===== src/rtl/t2mi_stream_parser.sv =====
// T2-MI byte-stream parser: hunts for the sync byte, decodes a type byte and
// a 16-bit payload length, forwards (or drops, when filtered) the payload on a
// registered valid/ready output, and tracks sync lock and error statistics.
//
// Handshake: a byte moves on either side only in a cycle where valid and ready
// are both high at the rising edge. Valid never waits on ready, and while
// out_valid=1 and out_ready=0 the payload output (valid, data, start, end) is
// held unchanged.
module t2mi_stream_parser #(
  parameter logic [7:0] SYNC_BYTE    = 8'h47,
  parameter int         LOCK_COUNT   = 3,
  parameter int         UNLOCK_COUNT = 2,
  parameter int         MIN_LEN      = 4,
  parameter int         MAX_LEN      = 4096
) (
  input  logic        clk,
  input  logic        rst,
  input  logic        in_valid,
  input  logic [7:0]  in_data,
  output logic        in_ready,
  input  logic        filter_en,
  input  logic [7:0]  filter_type,
  output logic        out_valid,
  output logic [7:0]  out_data,
  output logic        out_start,
  output logic        out_end,
  input  logic        out_ready,
  output logic [7:0]  pkt_type,
  output logic [15:0] pkt_length,
  output logic        sync_locked,
  output logic        parser_error,
  output logic [15:0] pkt_count,
  output logic [7:0]  err_count,
  output logic [2:0]  fsm_state
);

  localparam logic [2:0] S_HUNT    = 3'd0;
  localparam logic [2:0] S_TYPE    = 3'd1;
  localparam logic [2:0] S_LEN_HI  = 3'd2;
  localparam logic [2:0] S_LEN_LO  = 3'd3;
  localparam logic [2:0] S_PAYLOAD = 3'd4;
  localparam logic [2:0] S_DROP    = 3'd5;

  localparam logic [7:0]  LOCK_C   = 8'(LOCK_COUNT);
  localparam logic [7:0]  UNLOCK_C = 8'(UNLOCK_COUNT);
  localparam logic [15:0] MIN_L    = 16'(MIN_LEN);
  localparam logic [15:0] MAX_L    = 16'(MAX_LEN);

  logic [2:0]  state;
  logic [7:0]  hdr_type;
  logic [7:0]  len_hi;
  logic [15:0] hdr_len;
  logic [15:0] byte_cnt;
  logic [7:0]  good_cnt;
  logic [7:0]  miss_cnt;
  logic        expect_sync;

  logic        in_xfer;
  logic [15:0] len_word;
  logic        len_ok;
  logic        last_byte;

  // Input is only throttled when a payload byte would overwrite a stalled output.
  assign in_ready  = (state != S_PAYLOAD) || !out_valid || out_ready;
  assign in_xfer   = in_valid && in_ready;
  assign len_word  = {len_hi, in_data};
  assign len_ok    = (len_word >= MIN_L) && (len_word <= MAX_L);
  assign last_byte = (byte_cnt == hdr_len - 16'd1);
  assign fsm_state = state;

  // Header FSM, packet/error statistics and sync-tracking counters.
  always_ff @(posedge clk) begin
    if (rst) begin
      state        <= S_HUNT;
      hdr_type     <= 8'h00;
      len_hi       <= 8'h00;
      hdr_len      <= 16'h0000;
      byte_cnt     <= 16'h0000;
      pkt_type     <= 8'h00;
      pkt_length   <= 16'h0000;
      pkt_count    <= 16'h0000;
      err_count    <= 8'h00;
      good_cnt     <= 8'h00;
      miss_cnt     <= 8'h00;
      expect_sync  <= 1'b0;
      parser_error <= 1'b0;
    end else begin
      parser_error <= 1'b0;
      if (in_xfer) begin
        case (state)
          S_HUNT: begin
            // Only the first byte after a completed packet judges sync health.
            if (expect_sync) begin
              expect_sync <= 1'b0;
              if (in_data == SYNC_BYTE) begin
                miss_cnt <= 8'h00;
              end else begin
                good_cnt <= 8'h00;
                if (miss_cnt != UNLOCK_C) miss_cnt <= miss_cnt + 8'd1;
              end
            end
            if (in_data == SYNC_BYTE) state <= S_TYPE;
          end
          S_TYPE: begin
            hdr_type <= in_data;
            state    <= S_LEN_HI;
          end
          S_LEN_HI: begin
            len_hi <= in_data;
            state  <= S_LEN_LO;
          end
          S_LEN_LO: begin
            hdr_len  <= len_word;
            byte_cnt <= 16'h0000;
            if (!len_ok) begin
              parser_error <= 1'b1;
              if (err_count != 8'hFF) err_count <= err_count + 8'd1;
              good_cnt <= 8'h00;
              state    <= S_HUNT;
            end else if (filter_en && (hdr_type != filter_type)) begin
              state <= S_DROP;
            end else begin
              state      <= S_PAYLOAD;
              pkt_type   <= hdr_type;
              pkt_length <= len_word;
            end
          end
          S_PAYLOAD, S_DROP: begin
            byte_cnt <= byte_cnt + 16'd1;
            if (last_byte) begin
              state       <= S_HUNT;
              pkt_count   <= pkt_count + 16'd1;
              expect_sync <= 1'b1;
              if (good_cnt != LOCK_C) good_cnt <= good_cnt + 8'd1;
            end
          end
          default: state <= S_HUNT;
        endcase
      end
    end
  end

  // Registered payload output stage; holds its contents while stalled.
  always_ff @(posedge clk) begin
    if (rst) begin
      out_valid <= 1'b0;
      out_data  <= 8'h00;
      out_start <= 1'b0;
      out_end   <= 1'b0;
    end else if (in_xfer && (state == S_PAYLOAD)) begin
      out_valid <= 1'b1;
      out_data  <= in_data;
      out_start <= (byte_cnt == 16'h0000);
      out_end   <= last_byte;
    end else if (out_ready) begin
      out_valid <= 1'b0;
      out_start <= 1'b0;
      out_end   <= 1'b0;
    end
  end

  // Lock flag follows the good/miss counters one cycle later; losing sync wins.
  always_ff @(posedge clk) begin
    if (rst) begin
      sync_locked <= 1'b0;
    end else if (miss_cnt == UNLOCK_C) begin
      sync_locked <= 1'b0;
    end else if (good_cnt == LOCK_C) begin
      sync_locked <= 1'b1;
    end
  end

endmodule


===== config.mk =====
export PLATFORM = sky130hd
export DESIGN_NAME = t2mi_stream_parser
export DESIGN_NICKNAME = d
export VERILOG_FILES = /design/src/rtl/t2mi_stream_parser.sv
export SDC_FILE = /design/constraint.sdc
export NUM_CORES = 1
export LEC_CHECK = 0
export CAP_MARGIN = 20
export CORE_MARGIN = 4
export CORE_UTILIZATION = 55
export CTS_CLUSTER_SIZE = 40
export DETAILED_ROUTE_END_ITERATION = 10
export PLACE_DENSITY = 0.8
export SYNTH_ARGS = -nofsm -noshare
export SYNTH_HDL_FRONTEND = slang
export SYNTH_SLANG_ARGS = --single-unit

===== constraint.sdc =====
create_clock -name clk -period 3.15 [get_ports clk]
set_input_delay 0.945 -clock clk [delete_from_list [all_inputs] [get_ports clk]]
set_output_delay 0.945 -clock clk [all_outputs]
set_load 0.005 [all_outputs]

---- Word level (Yosys, flattened, before mapping) ----
Index checks and enable logic that the tools add are counted.
cells by class
  add/sub/neg operators ................... 6
  $lt $le $gt $ge ......................... 2
  equal/unequal tests ..................... 20
  multiplexer cells ....................... 21
  bitwise gates (word level) .............. 4
  reduce and logical (&&, ||, !) cells .... 28
operators with widths
  kind                     number
  $mux W8                  7
  $add A16 B1 Y16 const B  2
  $pmux W16 S2             1
  $add A8 B1 Y8 const B    3
  $pmux W8 S3              1
  $eq A16 B16 Y1           1
  $eq A8 B2 Y1 const B     2
  $ge A16 B3 Y1 const B    1
  $le A16 B13 Y1 const B   1
  $logic_not A16 Y1        1
  $ne A8 B2 Y1 const B     2
  $sub A16 B1 Y16 const B  1
  $pmux W3 S5              1
  $ne A2 B2 Y1 const B     6
  $reduce_and A4 Y1        3
  $mux W3                  3
  $reduce_and A3 Y1        3
  $eq A8 B7 Y1 const B     1
  $ne A8 B8 Y1             1
  $ne A8 B8 Y1 const B     1
  $reduce_and A2 Y1        4
  $reduce_bool A2 Y1       4
  $mux W1                  7
  $reduce_and A7 Y1        1
  other kinds (13)         23
storage, ports and cells
  register bits after elaboration ......... 129
  input port bits ......................... 21
  output and inout port bits .............. 65
  logic and storage cells ................. 99

---- Logic depth before layout (Yosys ltp) ----
Gate-level depths: netlist (run 1).
  depth in word-level cells ............... 6
  gate-level depth with buffers ........... 12
  mapped depth without buffers ............ 10

---- Least setup slack after synthesis (run 1) ----
No wires, ideal clock.
  path type ............................... input port to flip-flop
  start point ............................. in in_data[4]
  end point ............................... reg pkt_length[10]
  library setup time ...................... 0.128 ns
  data arrival time ....................... 2.852 ns
  required time ........................... 3.022 ns
  slack ................................... 0.171 ns
  stages .................................. 7
  path buffers ............................ 1
  path through ............................ nor4_1 nand4_1 a2111oi_0 nand3_1 clkbuf_1 mux2i_1 nor2_1
between the ends
  word-level cells in the longest chain between the ends .. 3
  elaborated cells between the ends (all ways) .. 4
  classes of those cells .................. order compare (2); reduce/logical (2)
RTL lines
  element                                                 line  source
  from (decl)                                             19    input logic [7:0] in_data,
  $ge A16 B3 Y1 / $le A16 B13 Y1 (equally long branches)  67    assign len_ok = (len_word >= MIN_L) && (len_word <= MAX_L);
  $logic_and A1 B1 Y1 *                                   67
  $reduce_and A4 Y1 (no source line) *                    -
  to (signal assigned)                                    125   pkt_length <= len_word;
  to (decl)                                               29    output logic [15:0] pkt_length,
Mark *: on every way between the ends. The rest lies on a longest branch, timed or not.
A chain may end at the register's enable or synchronous reset.

---- Worst setup path after layout (run 1) ----
  start point ............................. in out_ready
  end point ............................... out in_ready
between the ends
  word-level cells in the longest chain between the ends .. 1
RTL lines
  element             line  source
  from (decl)         27    input logic out_ready,
  $logic_or A1 B1 Y1  64    assign in_ready = (state != S_PAYLOAD) || !out_valid || out_ready;
  to (decl)           20    output logic in_ready,
Every way passes these cells.

==> impl_metrics.py, run 1 <==
metrics = {
    "clock_network": {
        "cts_inserted_buffers": 17,
        "cts_max_level": 4,
        "cts.clk_slew.worst_paths_ps": 60,
        "clk-insertion-delay-late_ps": 530,
        "hold_buffers": 0,
        "cts_root_buf": "clkbuf_8",
        "cts_tree": "done",
        "cts_resized": 2,
        "clock_path_buffers": 2,
        "postCtsSetupBuffers": 0,
        "numClockSinks": 129,
    },
    "status": {
        "status": "finished clean",
    },
    "timing": {
        "fin_crit_sh_pct": 96.4,
        "finalCriticalPeriod_ps": 3040,
        "slew_headroom_pct": 52.0,
        "setup_viol": 0,
        "hold_viol_final": 0,
        "drv_slew": 0,
        "finClkSkew_ps": 7.22,
        "worst_pin_slew_ps": 712,
        "fmaxAchievable_mhz": 329,
    },
    "cells_and_area": {
        "nets": 838,
        "drive_gt1_share_pct": 11.1,
        "final_area_um2": 7840,
        "final_common_cell": "dfxtp_1",
        "diodes": 0,
        "syn_to_final_growth_pct": 28.4,
        "ff_latch_area_um2": 2580,
        "multiInputGateArea_um2": 3330,
        "fill_cells": 810,
        "layout_common_cells": "dfxtp_1 (129), nor2_1 (93), clkdlybuf4s50_1 (83)",
        "final_core_util_pct": 72.3,
    },
    "synth": {
        "synth_edf_count": 0,
        "yosysWarnings": 0,
        "yosysUniqueCellTypes": 64,
        "ys.flop_type": "dfxtp_1",
        "ys_ff_latch": 129,
        "synth_fp_nets": 738,
        "post-synth-top-area-fraction_pct": 42.3,
        "synth.avg_cell_area_um2": 8.61,
        "ys_async_sr_fraction_pct": 0,
        "synth.top_cells.by_area": "dfxtp_1 (42%), mux2i_1 (6.4%), nor2_1 (5.7%), nand2_1 (4.9%), a21oi_1 (4.2%)",
        "synthesis.area_um2": 6110,
        "ys_seq_area_share_pct": 42.3,
        "postSynthCellCount": 709,
        "yosysTopAreaCell": "dfxtp_1",
    },
    "die": {
        "core_um2": 10800,
        "die_x_um": 113,
        "ios": 86,
        "dieArea_um2": 12900,
        "num_rows": 38,
        "dieHeight_um": 113,
        "initial_core_util_pct": 56.3,
    },
    "power_and_ir_drop": {
        "vdd_drop_max_v": 0.000372,
        "power_density_nw_per_um2": 464,
        "power_leakage_nw": 3.05,
    },
    "global_route": {
        "overflow": 0,
        "grt_antenna_before_repair": 0,
        "grt.total_usage_pct": 25.4,
        "grt_pass1_wl_um": 26300,
        "grt_pass1_vias": 5410,
        "grt_max_degree": 52,
    },
    "route": {
        "dr.first_iter.drc_count": 286,
        "wirelength_um": 15800,
        "postRouteAntennaNets": 0,
        "dr.pass1.iters": 4,
        "drc": 0,
        "avgRoutedWirePerCell_um": 16.4,
        "vias": 5518,
        "vias_per_cell": 5.74,
    },
    "critical_path": {
        "r2r-start": "hdr_len[0]",
        "cp_slowest_cell": "clkdlybuf4s50_1",
        "required_ps": 2200,
        "critPathCaptureType": "primary output",
        "rrSetupSlack_ps": 280,
        "cp-start-kind": "input port",
        "crit_family": "buffers and inverters",
        "slowest_delay_ps": 420,
        "r2r-end": "good_cnt[4]",
        "r2r_cells": 10,
        "path_class": "in -> out",
        "cp.arrival_ps": 2090,
        "cp_cell_sequence": "clkdlybuf4s50_1 -> nand2b_4 -> or3_4 -> clkdlybuf4s15_1",
        "cp_max_fo": 2,
        "crit_cells": 4,
        "worst-path-buf-inv": 2,
    },
    "hold_path": {
        "min_from": "hdr_len[15]",
        "timing.hold.worst_endpoint": "hdr_len[15]",
        "hold-path-cell-count": 2,
        "hp-class": "reg -> reg",
    },
    "run": {
        "max_cap_violations": 0,
    },
    "place": {
        "dp_hpwl_um": 11000,
        "io_buffers": 85,
        "gp_congestion": 0.883,
        "place_area_um2": 7240,
    },
}
-- worst register-to-register path: cells and delay by family, from the launching register on --
kind | cells | cell delay, ps
DFF | 1 | 400
adders and majority gates | 1 | 220
and+or+nand+nor | 4 | 1260
AOI/OAI and AO/OA | 3 | 660
buffers and inverters | 1 | 90
xor gates and xnor gates | 1 | 160
-- per-stage QoR --
stage	setup TNS [ps]	power, mW	hold slack (ps)	worst slack (ps)	std cells
after global routing	-121	3.75	503	-57.5	962
after detailed placement	-15480	1.76	471	-486	930
after floorplan	0	1.70	441	171	709
final	0	3.64	483	114	962
after CTS	0	3.65	484	14.8	962
after global placement	-11740	1.76	461	-317	930
-- worst max path at each step --
stage	start	endpoint	slack, ps
after global placement	in_data[4]	good_cnt[5]	-320
after detailed placement	in_data[4]	good_cnt[6]	-490
after CTS	out_ready	in_ready	10
after floorplan	in_data[4]	pkt_length[10]	170
after global routing	in_data[4]	good_cnt[5]	-60
final	out_ready	in_ready	110
-- power by group --
part / total [mW] / switching (mW) / internal, mW
Clock: 1.91 / 0.742 / 1.17
Sequential: 1.63 / 0.000485 / 1.63
Combinational: 0.0959 / 0.0554 / 0.0405
-- cells in the mapped netlist (5+ instances only) --
| master | instances |
|---|---|
| nor4_1 | 6 |
| or3_1 | 14 |
| nand4_1 | 29 |
| nand2_1 | 79 |
| nand3_1 | 22 |
| xor2_1 | 29 |
| mux2i_1 | 39 |
| nor2b_1 | 5 |
| ha_1 | 8 |
| and3_1 | 15 |
| and2_1 | 8 |
| nand2b_1 | 5 |
| nor2_1 | 93 |
| a21oi_1 | 51 |
| o21ai_0 | 21 |
| inv_1 | 14 |
| xnor2_1 | 25 |
| a211oi_1 | 5 |
| nor3b_1 | 6 |
| clkbuf_1 | 29 |
| dfxtp_1 | 129 |
-- final cells by class --
type	count	share of cell area, %
inverter	15	0.718
clock inverter	12	1.71
sequential	129	32.9
clock buffer	20	5.68
multi-input combinational	528	42.5
timing repair buffer	118	14.3
tap	140	2.23
-- layer usage --
layer,vias up,share of wire (%),global-route usage [%]
met1,2631,44,31.3
met2,159,48,42.7
met3,23,6.3,7.48
li1,2705,-,-
met5,-,0,0
met4,0,1.4,8.57
-- flip-flops by register name, summed over array words and instances (netlist names) --
| signal | cells |
|---|---|
| byte_cnt | 16 |
| err_count | 8 |
| expect_sync | 1 |
| fsm_state | 3 |
| good_cnt | 8 |
| hdr_len | 16 |
| hdr_type | 8 |
| len_hi | 8 |
| miss_cnt | 8 |
| out_data | 8 |
| out_end | 1 |
| out_start | 1 |
| out_valid | 1 |
| parser_error | 1 |
| pkt_count | 16 |
| pkt_length | 16 |
| pkt_type | 8 |
| sync_locked | 1 |
-- logic make-up (layout without fill, tap and decap cells) --
family,Yosys count,after routing,share of synthesized area (%)
AOI/OAI and AO/OA,109,109,11.2
xor gates and xnor gates,54,54,7.74
adders and majority gates,8,8,1.64
buffers and inverters,52,165,3.63
DFF,129,129,42.3
muxes,42,42,6.95
and+or+nand+nor,315,315,26.6
Note: power is estimated with default switching activity, not from simulation.
==> run 2, diff against run 1 <==
--- a/config.mk
+++ b/config.mk
@@ -5,7 +5,7 @@
 export SDC_FILE = /design/constraint.sdc
 export NUM_CORES = 1
 export LEC_CHECK = 0
-export CAP_MARGIN = 20
+export CAP_MARGIN = 10
 export CORE_MARGIN = 4
 export CORE_UTILIZATION = 55
 export CTS_CLUSTER_SIZE = 40
==> results of run 2 <==
No change in the layout: final DEF, timing and power equal those of run 1.
==> run 3, diff against run 2 <==
--- a/config.mk
+++ b/config.mk
@@ -7,10 +7,9 @@
 export LEC_CHECK = 0
 export CAP_MARGIN = 10
 export CORE_MARGIN = 4
-export CORE_UTILIZATION = 55
+export CORE_UTILIZATION = 40
 export CTS_CLUSTER_SIZE = 40
 export DETAILED_ROUTE_END_ITERATION = 10
-export PLACE_DENSITY = 0.8
 export SYNTH_ARGS = -nofsm -noshare
 export SYNTH_HDL_FRONTEND = slang
 export SYNTH_SLANG_ARGS = --single-unit
==> impl_metrics.py, run 3 (synthesized netlist as in run 1, its figures left out) <==
metrics = {
    "route": {
        "vias_per_cell": 5.38,
        "avgRoutedWirePerCell_um": 16.0,
        "drc": 0,
        "dr.first_iter.drc_count": 286,
        "postRouteAntennaNets": 0,
        "wirelength_um": 16000,
        "dr.pass1.iters": 5,
        "vias": 5402,
    },
    "timing": {
        "setup_tns_ps": 0,
        "finClkSkew_ps": 5.66,
        "drv_slew": 0,
        "layout_setup_ws_ps": 34.4,
        "rsz0062_at_grt": "false",
        "hold_viol_final": 0,
        "whs_ps": 471,
        "finalCriticalPeriod_ps": 3120,
        "worst_pin_slew_ps": 566,
        "setup_viol": 0,
        "fin_crit_sh_pct": 98.9,
        "fmaxAchievable_mhz": 321,
        "slew_headroom_pct": 61.9,
    },
    "die": {
        "core_um2": 14800,
        "dieHeight_um": 132,
        "dieArea_um2": 17300,
        "num_rows": 44,
        "ios": 86,
        "die_x_um": 132,
        "initial_core_util_pct": 41.4,
    },
    "power_and_ir_drop": {
        "power_density_nw_per_um2": 472,
        "power_leakage_nw": 3.05,
        "vdd_drop_max_v": 0.000313,
    },
    "critical_path": {
        "cp_max_fo": 3,
        "path_class": "in -> out",
        "cp-start-kind": "input port",
        "required_ps": 2200,
        "critPathCaptureType": "primary output",
        "slowest_delay_ps": 420,
        "crit_family": "buffers and inverters",
        "cp_slowest_cell": "clkdlybuf4s50_1",
        "cp.arrival_ps": 2170,
        "worst-path-buf-inv": 2,
        "cp_cell_sequence": "clkdlybuf4s50_1 -> nand2b_1 -> or3_4 -> clkdlybuf4s15_1",
    },
    "clock_network": {
        "postCtsSetupBuffers": 0,
        "cts.clk_slew.worst_paths_ps": 50,
        "cts_max_level": 4,
        "cts_tree": "done",
        "cts_root_buf": "clkbuf_16",
        "cts_inserted_buffers": 17,
        "numClockSinks": 129,
        "clock_path_buffers": 2,
        "clk-insertion-delay-late_ps": 410,
        "hold_buffers": 0,
    },
    "run": {
        "max_cap_violations": 0,
    },
    "cells_and_area": {
        "layout_common_cells": "dfxtp_1 (129), nor2_1 (93), clkdlybuf4s50_1 (83)",
        "fin_cells": 1005,
        "fill_cells": 1407,
        "drive_gt1_share_pct": 10.7,
        "nets": 838,
        "final_common_cell": "dfxtp_1",
        "syn_to_final_growth_pct": 29.5,
        "diodes": 0,
    },
    "global_route": {
        "grt_antenna_before_repair": 0,
        "grt_max_degree": 52,
        "grt_pass1_vias": 5398,
        "grt_pass1_wl_um": 26800,
        "grt.total_usage_pct": 18.6,
        "overflow": 0,
    },
    "place": {
        "gp_congestion": 0.891,
        "pre_cts_ws_ps": -740,
        "placed_cells": 974,
        "dp_hpwl_um": 11600,
        "io_buffers": 85,
    },
    "hold_path": {
        "hp-class": "reg -> reg",
    },
    "status": {
        "status": "finished clean",
    },
}
-- run 3: layout make-up --
type,instances,area [um2],area share (%)
tap,184,230,2.91
timing repair buffer,118,1110,14.0
clock inverter,9,133,1.68
multi-input combinational,528,3340,42.2
inverter,15,56.3,0.712
sequential,129,2580,32.6
clock buffer,22,464,5.87
-- run 3: final timing paths --
| kind | startpoint | endpoint | slack, ps | cells after the start |
|---|---|---|---|---|
| setup / recovery | out_ready | in_ready | 30 | 4 |
| hold reg to reg | hdr_len[15] | hdr_len[15] | 470 | 2 |
| setup reg to reg | hdr_len[0] | pkt_count[4] | 270 | 10 |
| hold / removal | hdr_len[15] | hdr_len[15] | 470 | 2 |
-- run 3: worst min-delay path: stages, from the launching register on --
cell and delay [ps]:
dfxtp_1 320, nand2_1 50, a21oi_1 50
-- run 3: routing by layer --
layer  wire (um)  share of wire (%)  track usage [%]  vias to the layer above
li1            -                  -                -                     2691
met1        7290                 45             23.5                     2583
met2        7560                 47             29.4                      103
met3         876                5.5             6.19                       25
met4         306                1.9             7.18                        0
met5           0                  0                0                        -
-- run 3: through the flow --
stage / area, um2 / total power [mW] / utilization [%]
after global placement: 7280 / 1.76 / 49.3
after detailed placement: 7280 / 1.76 / 49.3
after global routing: 7910 / 3.85 / 53.6
final: 7910 / 3.73 / 53.6
after CTS: 7890 / 3.77 / 53.5
after floorplan: 6110 / 1.70 / -
-- run 3: where the power goes --
group          switching [mW]  internal, mW  total (mW)
combinational          0.0545        0.0422      0.0967
sequential           0.000304          1.63        1.63
clock                   0.723          1.28        2.00
total                   0.778          2.96        3.73
-- run 3: what timing repair did --
item / 4_1_cts / 5_1_grt
pin swaps: 0 / 1
setup endpoints to repair: 42 / 13
resized for setup: 5 / 5
